<file path="src/rtl/fetch_pc_ctrl.sv">
// Instruction-fetch PC controller: single-outstanding request/grant/response fetch with
// redirect, kill/drop handling. Optional misaligned-target trap under FETCH_PC_CTRL_MISALIGN_EN.
module fetch_pc_ctrl #(
  parameter logic [31:0] RESET_PC = 32'h0000_0000
) (
  input  logic        clk_i,
  input  logic        rstn_i,
  input  logic        pc_write_i,
  input  logic        pc_src_i,
  input  logic        jalr_flag_i,
  input  logic [31:0] jalr_target_offset_i,
  input  logic [31:0] branch_target_i,
  output logic        imem_req_o,
  output logic [31:0] imem_addr_o,
  input  logic        imem_gnt_i,
  input  logic        imem_rvalid_i,
  input  logic [31:0] imem_rdata_i,
  output logic        if_valid_o,
  output logic [31:0] if_instr_o,
  output logic [31:0] if_pc_o,
  output logic        flush_o
`ifdef FETCH_PC_CTRL_MISALIGN_EN
  ,
  output logic        misalign_err_o
`endif
);

`ifdef FETCH_PC_CTRL_MISALIGN_EN
  typedef enum logic [2:0] {StIdle, StReq, StResp, StDrop, StHalt} state_e;
`else
  typedef enum logic [1:0] {StIdle, StReq, StResp, StDrop} state_e;
`endif

  state_e      state_q, state_d;
  logic [31:0] pc_q, pc_d;
  logic [31:0] addr_q, addr_d;
  logic        req_up_q, req_up_d;
  logic        kill_q, kill_d;

  logic [31:0] target_raw, target;
  logic        redirect, misalign, accept;

  assign target_raw = jalr_flag_i ? (jalr_target_offset_i & ~32'h1) : branch_target_i;

`ifdef FETCH_PC_CTRL_MISALIGN_EN
  assign target   = target_raw;
  assign misalign = target_raw[1];
  // A halted fetch unit no longer accepts redirects.
  assign redirect = rstn_i && pc_src_i && (state_q != StHalt);
`else
  assign target   = target_raw & ~32'h3;
  assign misalign = 1'b0;
  assign redirect = rstn_i && pc_src_i;
`endif

  assign accept = redirect && !misalign;

  always_ff @(posedge clk_i or negedge rstn_i) begin
    if (!rstn_i) begin
      state_q  <= StIdle;
      pc_q     <= RESET_PC;
      addr_q   <= RESET_PC;
      req_up_q <= 1'b0;
      kill_q   <= 1'b0;
    end else begin
      state_q  <= state_d;
      pc_q     <= pc_d;
      addr_q   <= addr_d;
      req_up_q <= req_up_d;
      kill_q   <= kill_d;
    end
  end

  always_comb begin
    state_d  = state_q;
    pc_d     = pc_q;
    addr_d   = addr_q;
    req_up_d = req_up_q;
    kill_d   = kill_q;
    // addr_q tracks the address on the bus so the response can be tagged with it.
    if (imem_req_o) addr_d = imem_addr_o;
    unique case (state_q)
      StIdle: state_d = StReq;
      StReq: begin
        if (imem_req_o) begin
          if (imem_gnt_i) begin
            req_up_d = 1'b0;
            state_d  = (kill_q || redirect) ? StDrop : StResp;
          end else begin
            req_up_d = 1'b1;
            if (redirect) kill_d = 1'b1;
          end
        end
      end
      StResp: begin
        if (imem_rvalid_i) begin
          state_d = StReq;
          if (!redirect) pc_d = pc_q + 32'd4;
        end else if (redirect) begin
          state_d = StDrop;
        end
      end
      StDrop: begin
        if (imem_rvalid_i) begin
          kill_d  = 1'b0;
          state_d = StReq;
        end
      end
      default: state_d = state_q;
    endcase
    if (accept) pc_d = target;
`ifdef FETCH_PC_CTRL_MISALIGN_EN
    if (redirect && misalign) begin
      state_d  = StHalt;
      pc_d     = pc_q;
      req_up_d = 1'b0;
      kill_d   = 1'b0;
    end
`endif
  end

  always_comb begin
    imem_req_o  = (state_q == StReq) && (req_up_q || pc_write_i);
    imem_addr_o = req_up_q ? addr_q : pc_q;
    if_valid_o  = (state_q == StResp) && imem_rvalid_i && !redirect;
    if_instr_o  = if_valid_o ? imem_rdata_i : 32'h0;
    if_pc_o     = if_valid_o ? addr_q : 32'h0;
    flush_o     = redirect;
`ifdef FETCH_PC_CTRL_MISALIGN_EN
    misalign_err_o = redirect && misalign;
`endif
  end

endmodule

</file>
<file path="config.mk">
export PLATFORM = sky130hd
export DESIGN_NAME = fetch_pc_ctrl
export DESIGN_NICKNAME = d
export VERILOG_FILES = /design/src/rtl/fetch_pc_ctrl.sv
export SDC_FILE = /design/constraint.sdc
export NUM_CORES = 1
export LEC_CHECK = 0
export CORE_AREA = 2 2 104 106
export DETAILED_ROUTE_END_ITERATION = 12
export DIE_AREA = 0 0 106 108
export PLACE_DENSITY = 0.93
export SYNTH_ARGS = -nofsm -noshare
export SYNTH_HDL_FRONTEND = slang
export SYNTH_SLANG_ARGS = --single-unit
</file>
<file path="constraint.sdc">
create_clock -name clk_i -period 2.67 [get_ports clk_i]
set_input_delay 0.534 -clock clk_i [delete_from_list [all_inputs] [get_ports clk_i]]
set_output_delay 0.534 -clock clk_i [all_outputs]
set_load 0.03 [all_outputs]
</file>
* After elaboration in Yosys (flattened, before gate mapping)
Cells that the tools add are included.
** Word-level totals
- Memory bits (writable) :: 0
- Register bits :: 68
- Input port bits :: 103
- Bits in latches :: 0
- Logic and storage cells :: 50
- Memories kept :: 0
- ROM bits :: 0
** Operators by class
- Shift-type cells :: 0
- Add/sub/neg operators :: 1
- Reductions and logical operators :: 15
- Order comparisons :: 0
- Div/mod/pow operators :: 0
- Equality and inequality tests :: 9
- Bitwise logic cells :: 0
- Multipliers :: 0
- Multiplexer cells :: 20
** Operators by type and width (number)
- two-way mux 32 bit :: 7
- adder 32 x 3 -> 32 bit, second input constant :: 1
- two-way mux 2 bit :: 5
- != test 2 bit, second input constant :: 5
- one-hot mux 2 bit (4 select lines) :: 1
- two-way mux 1 bit :: 6
- nonzero test 2 bit :: 3
- AND reduction 5 bit :: 1
- == test 2 bit, second input constant :: 2
- logical AND 1 bit :: 4
- AND reduction 2 bit :: 2
- AND reduction 4 bit :: 1
- != test 3 bit, second input constant :: 1
- == test 2 x 1 -> 1 bit, second input constant :: 1
- zero test 2 bit :: 1
- logical OR 1 bit :: 2
- one-hot mux 1 bit (2 select lines) :: 1
- zero test 1 bit :: 1

* Logic depth before layout (Yosys ltp)
- Word-level depth :: 6
- Gate-level depth with buffers :: 8
- Mapped depth without buffers :: 6

* Worst setup path before layout
OpenSTA, ideal clock, no wires.
- Path type :: in2out
- Start point :: input rstn_i
- End point :: output if_pc_o[22]
- Path slack :: 0.315 ns
- Stages on the path :: 5
- Data arrival time :: 1.821 ns
- Required time :: 2.136 ns
- Cells stage by stage :: nand2_1 -> inv_2 -> nor2_1 -> clkbuf_1 -> and2_1
** On the way
- Word-level cells in the longest chain between the ends :: 4
** RTL lines
- start, declared :: line 7 : input logic rstn_i,
- logical AND 1 bit :: line 53 : assign redirect = rstn_i && pc_src_i;
- named net flush_o :: line 21 : output logic flush_o
- zero test 1 bit :: line 125 : if_valid_o = (state_q == StResp) && imem_rvalid_i && !redirect;
- logical AND 1 bit :: line 125
- named net if_valid_o :: line 18 : output logic if_valid_o,
- two-way mux 32 bit :: line 127 : if_pc_o = if_valid_o ? addr_q : 32'h0;
- end, declared :: line 20 : output logic [31:0] if_pc_o,
The timed path passes the listed nets, and every way through them passes these cells.

* Worst setup path after layout
- Start point :: input rstn_i
- End point :: output if_instr_o[5]
** On the way
- Word-level cells in the longest chain between the ends :: 4
** RTL lines
- logical AND 1 bit :: line 53
- zero test 1 bit :: line 125
- logical AND 1 bit :: line 125
- two-way mux 32 bit :: line 126 : if_instr_o = if_valid_o ? imem_rdata_i : 32'h0;
- end, declared :: line 19 : output logic [31:0] if_instr_o,
Every way passes these cells.

==> impl_metrics.py <==
metrics = {
    "setup_path": {
        "worstPathCellList": "dlygate4sd3_1 > buf_4 > nand2_4 > inv_2 > nor2_4 > buf_12 > buf_6 > and2_1 > buf_4",
        "worstPathMaxFanout": 13,
        "r2r.worst_path.cells": 7,
        "crit_path_end_kind": "primary output",
        "cp_data_arrival_time_ns": 2.13,
        "worst_r2r_startpoint": "state_q[0]",
        "timing_worst_setup_path_type": "in -> out",
        "worstSetupStartpointType": "input port",
        "r2r_slack_ns": 0.35,
        "max_stage_delay_ns": 0.54,
        "cp.buffers_inverters": 6,
        "crit_slowest_cell": "sky130_fd_sc_hd__dlygate4sd3_1",
        "worstReg2RegEnd": "pc_q[29]",
        "critPathMostFrequentCell": "sky130_fd_sc_hd__buf_4",
        "timing.critical_path.max_delay_family": "buffers and inverters",
        "worst_ep_required_time_ns": 2.14,
    },
    "finish": {
        "layout.cell_area.non_filler_sq_mm": 0.00669,
        "area_growth_pct": 57.1,
        "register_area_sq_mm": 0.00165,
        "fin_nets": 752,
        "post_route_cells_drive_above_1_share": 0.272,
        "core_util_final": 0.654,
        "combined_area_of_the_multi_input_logic_cells_sq_mm": 0.00249,
        "fillerInstances": 765,
    },
    "synthesis": {
        "synthesis.yosys.warnings": 0,
        "synth_cell_type_count": 36,
        "post_synthesis_mean_instance_area_sq_um": 9.64,
        "synth_sequential_area_ratio": 0.388,
        "postSynthCellCount": 442,
        "yosys_register_bits": 66,
        "post_synthesis_net_count": 549,
        "synthesized_cell_area_sq_mm": 0.00426,
    },
    "routing": {
        "route.detailed.vias_per_inst": 5.40,
        "remaining_drc_errors": 0,
        "detailedRoute.firstPassIterationCount": 4,
        "dr_total_vias": 4252,
        "wl_per_cell_microns": 17.8,
        "antenna_violation_net_count_after_detailed_routing": 0,
        "drtIter0Drc": 159,
        "wirelength_microns": 14100,
    },
    "timing": {
        "worst_clock_skew_ns": 0.0142,
        "final-hold-violation-count": 0,
        "final_critical_path_setup_slack_ns": 0.00877,
        "setup_viol_count_final": 0,
        "clock.fmax_ghz": 0.376,
        "tightestPinTransition_ns": 0.847,
        "grt_setup_unrepaired": "true",
        "report.final.slew_viol_count": 0,
        "tns_ns": 0,
        "period_share": 0.997,
        "post-route-min-period_ns": 2.66,
        "maxSlewHeadroom": 0.435,
        "hold_slack_ns": 0.513,
    },
    "global_route": {
        "via_count_of_the_first_global_routing_pass": 4325,
        "globalRouteMet3Util": 0.0398,
        "use_met1": 0.265,
        "grt_first_pass_wirelength_microns": 21200,
        "grt_util_all_layers": 0.232,
        "grtUsageMet2": 0.429,
        "grt-ovfl-total": 0,
        "grt_max_degree": 66,
        "grt_busiest_layer": "met2",
        "antenna_violations_before_repair": 2,
    },
    "clock_network": {
        "tritoncts": "done",
        "clock_sink_count": 66,
        "clock_pin_slew_worst_setup_and_hold_paths_ns": 0.07,
        "clock_tree.htree_level_count": 3,
        "clkLatencyLatePin_ns": 0.34,
        "cts_root_buffer_type": "sky130_fd_sc_hd__clkbuf_8",
        "clock_path_buffers": 2,
        "tritoncts.num_buffers": 9,
    },
    "place": {
        "gp_congestion": 0.779,
        "dpl-instance-area_sq_mm": 0.00631,
        "pre_cts_ws_ns": -0.000383,
        "place.port_buffers": 197,
        "dp_hpwl_microns": 10100,
    },
    "hold_path": {
        "worstHoldEndpoint": "addr_q[1]",
        "min_delay_path_depth": 1,
        "hold_path_startpoint": "addr_q[1]",
        "min-delay-path-class": "reg -> reg",
    },
    "flow_run": {
        "max_cap_viol_count": 0,
    },
    "power_and_ir_drop": {
        "power.ir.vdd_worst_uv": 594,
        "power-per-cell-area_mw_per_mm2": 827,
        "p_leak_nw": 2.71,
    },
    "floorplan": {
        "die_height_microns": 108,
        "start_util": 0.416,
        "placementRows": 37,
        "dieWidth_microns": 106,
        "core_sq_mm": 0.0102,
        "io_pins": 202,
        "total_die_area_sq_mm": 0.0114,
    },
    "run_status": {
        "status": "completed",
    },
}
synth_stat cells, drive strengths merged:
cell type | number | area share
and2 | 66 | 0.097
dfrtp | 66 | 0.39
mux2 | 58 | 0.15
a211oi | 27 | 0.048
nor2b | 25 | 0.037
clkbuf | 22 | 0.020
nand2 | 21 | 0.019
a21oi | 15 | 0.018
a31oi | 15 | 0.022
o21ai | 13 | 0.015
or4 | 13 | 0.023
buf | 10 | 0.010
o31ai | 9 | 0.016
inv | 8 | 0.0070
nand3 | 8 | 0.0094
or3 | 8 | 0.012
xnor2 | 8 | 0.016
nand4 | 7 | 0.014
mux2i | 6 | 0.014
nor2 | 6 | 0.0053
o211ai | 5 | 0.0088
ha | 4 | 0.012
nor3 | 4 | 0.0047
and3 | 3 | 0.0044
nor4 | 3 | 0.0044
o21a | 3 | 0.0053
xor2 | 3 | 0.0062
and4 | 2 | 0.0041
a22o | 1 | 0.0021
a41oi | 1 | 0.0021
o41ai | 1 | 0.0021
or4b | 1 | 0.0023
worst max-delay path by stage:
stage | slack (ns) | to | cells past startpoint | start
after floorplan | 0.32 | if_pc_o[22] | 5 | rstn_i
after CTS | 0.002 | if_instr_o[31] | 8 | rstn_i
final | 0.009 | if_instr_o[5] | 9 | rstn_i
after detailed placement | -0.0004 | pc_q[29] | 6 | imem_rvalid_i
after global routing | -0.04 | if_instr_o[5] | 9 | rstn_i
after global placement | 0.03 | pc_q[29] | 6 | imem_rvalid_i
sequential cells by signal (all words and copies together) (netlist names):
register  count
addr_q       32
kill_q        1
pc_q         30
state_q       2
req_up_q      1
where the power goes:
group | switching, mW | internal, mW
Clock | 0.395 | 0.387
Sequential | 0.289 | 1.35
Combinational | 1.59 | 1.53
metrics by stage:
stage / instances / power (mW)
final: 788 / 5.53
after global routing: 788 / 5.85
after CTS: 780 / 5.50
after detailed placement: 763 / 4.70
after global placement: 763 / 4.59
after floorplan: 442 / 3.52
layout make-up:
type | count | area share
multi-input combinational | 336 | 0.371
timing repair buffer | 224 | 0.324
sequential | 66 | 0.247
tap | 136 | 0.0254
clock buffer | 12 | 0.0232
inverter | 8 | 0.00449
clock inverter | 4 | 0.00393
antenna | 2 | 0.000748
cells in the final DEF, fill, tap and decap left out, drive strengths merged, types with 13 or more instances in the layout:
cell / count
or4: 13
nand2: 21
clkbuf: 15
buf: 92
mux2: 58
a31oi: 15
dfrtp: 66
a21oi: 15
clkdlybuf4s50: 128
o21ai: 13
a211oi: 27
nor2b: 25
and2: 66
what timing repair did:
| item | CTS | global route |
|---|---|---|
| gates resized for setup | 0 | 19 |
| endpoints found under the hold margin | 1 | 0 |
| buffers inserted | 0 | 1 |
| endpoints found under the setup margin | 0 | 55 |
| hold buffers | 1 | 0 |
per-layer routing:
layer	wire, microns	vias up	part of all wire
met5	0	-	0
met4	361	0	0.026
met3	799	22	0.057
met2	7400	156	0.53
met1	5500	2055	0.39
li1	-	2019	-
cells by family after synthesis:
family	Yosys count	synth area share
AO/OA/AOI/OAI	90	0.139
multiplexers	64	0.167
flip-flops	66	0.388
XOR/XNOR	11	0.0226
adder cells (fa/ha/maj)	4	0.0117
AND/OR/NAND/NOR	167	0.235
buffers and inverters	40	0.0367
Note: power is estimated with default switching activity, not from simulation.
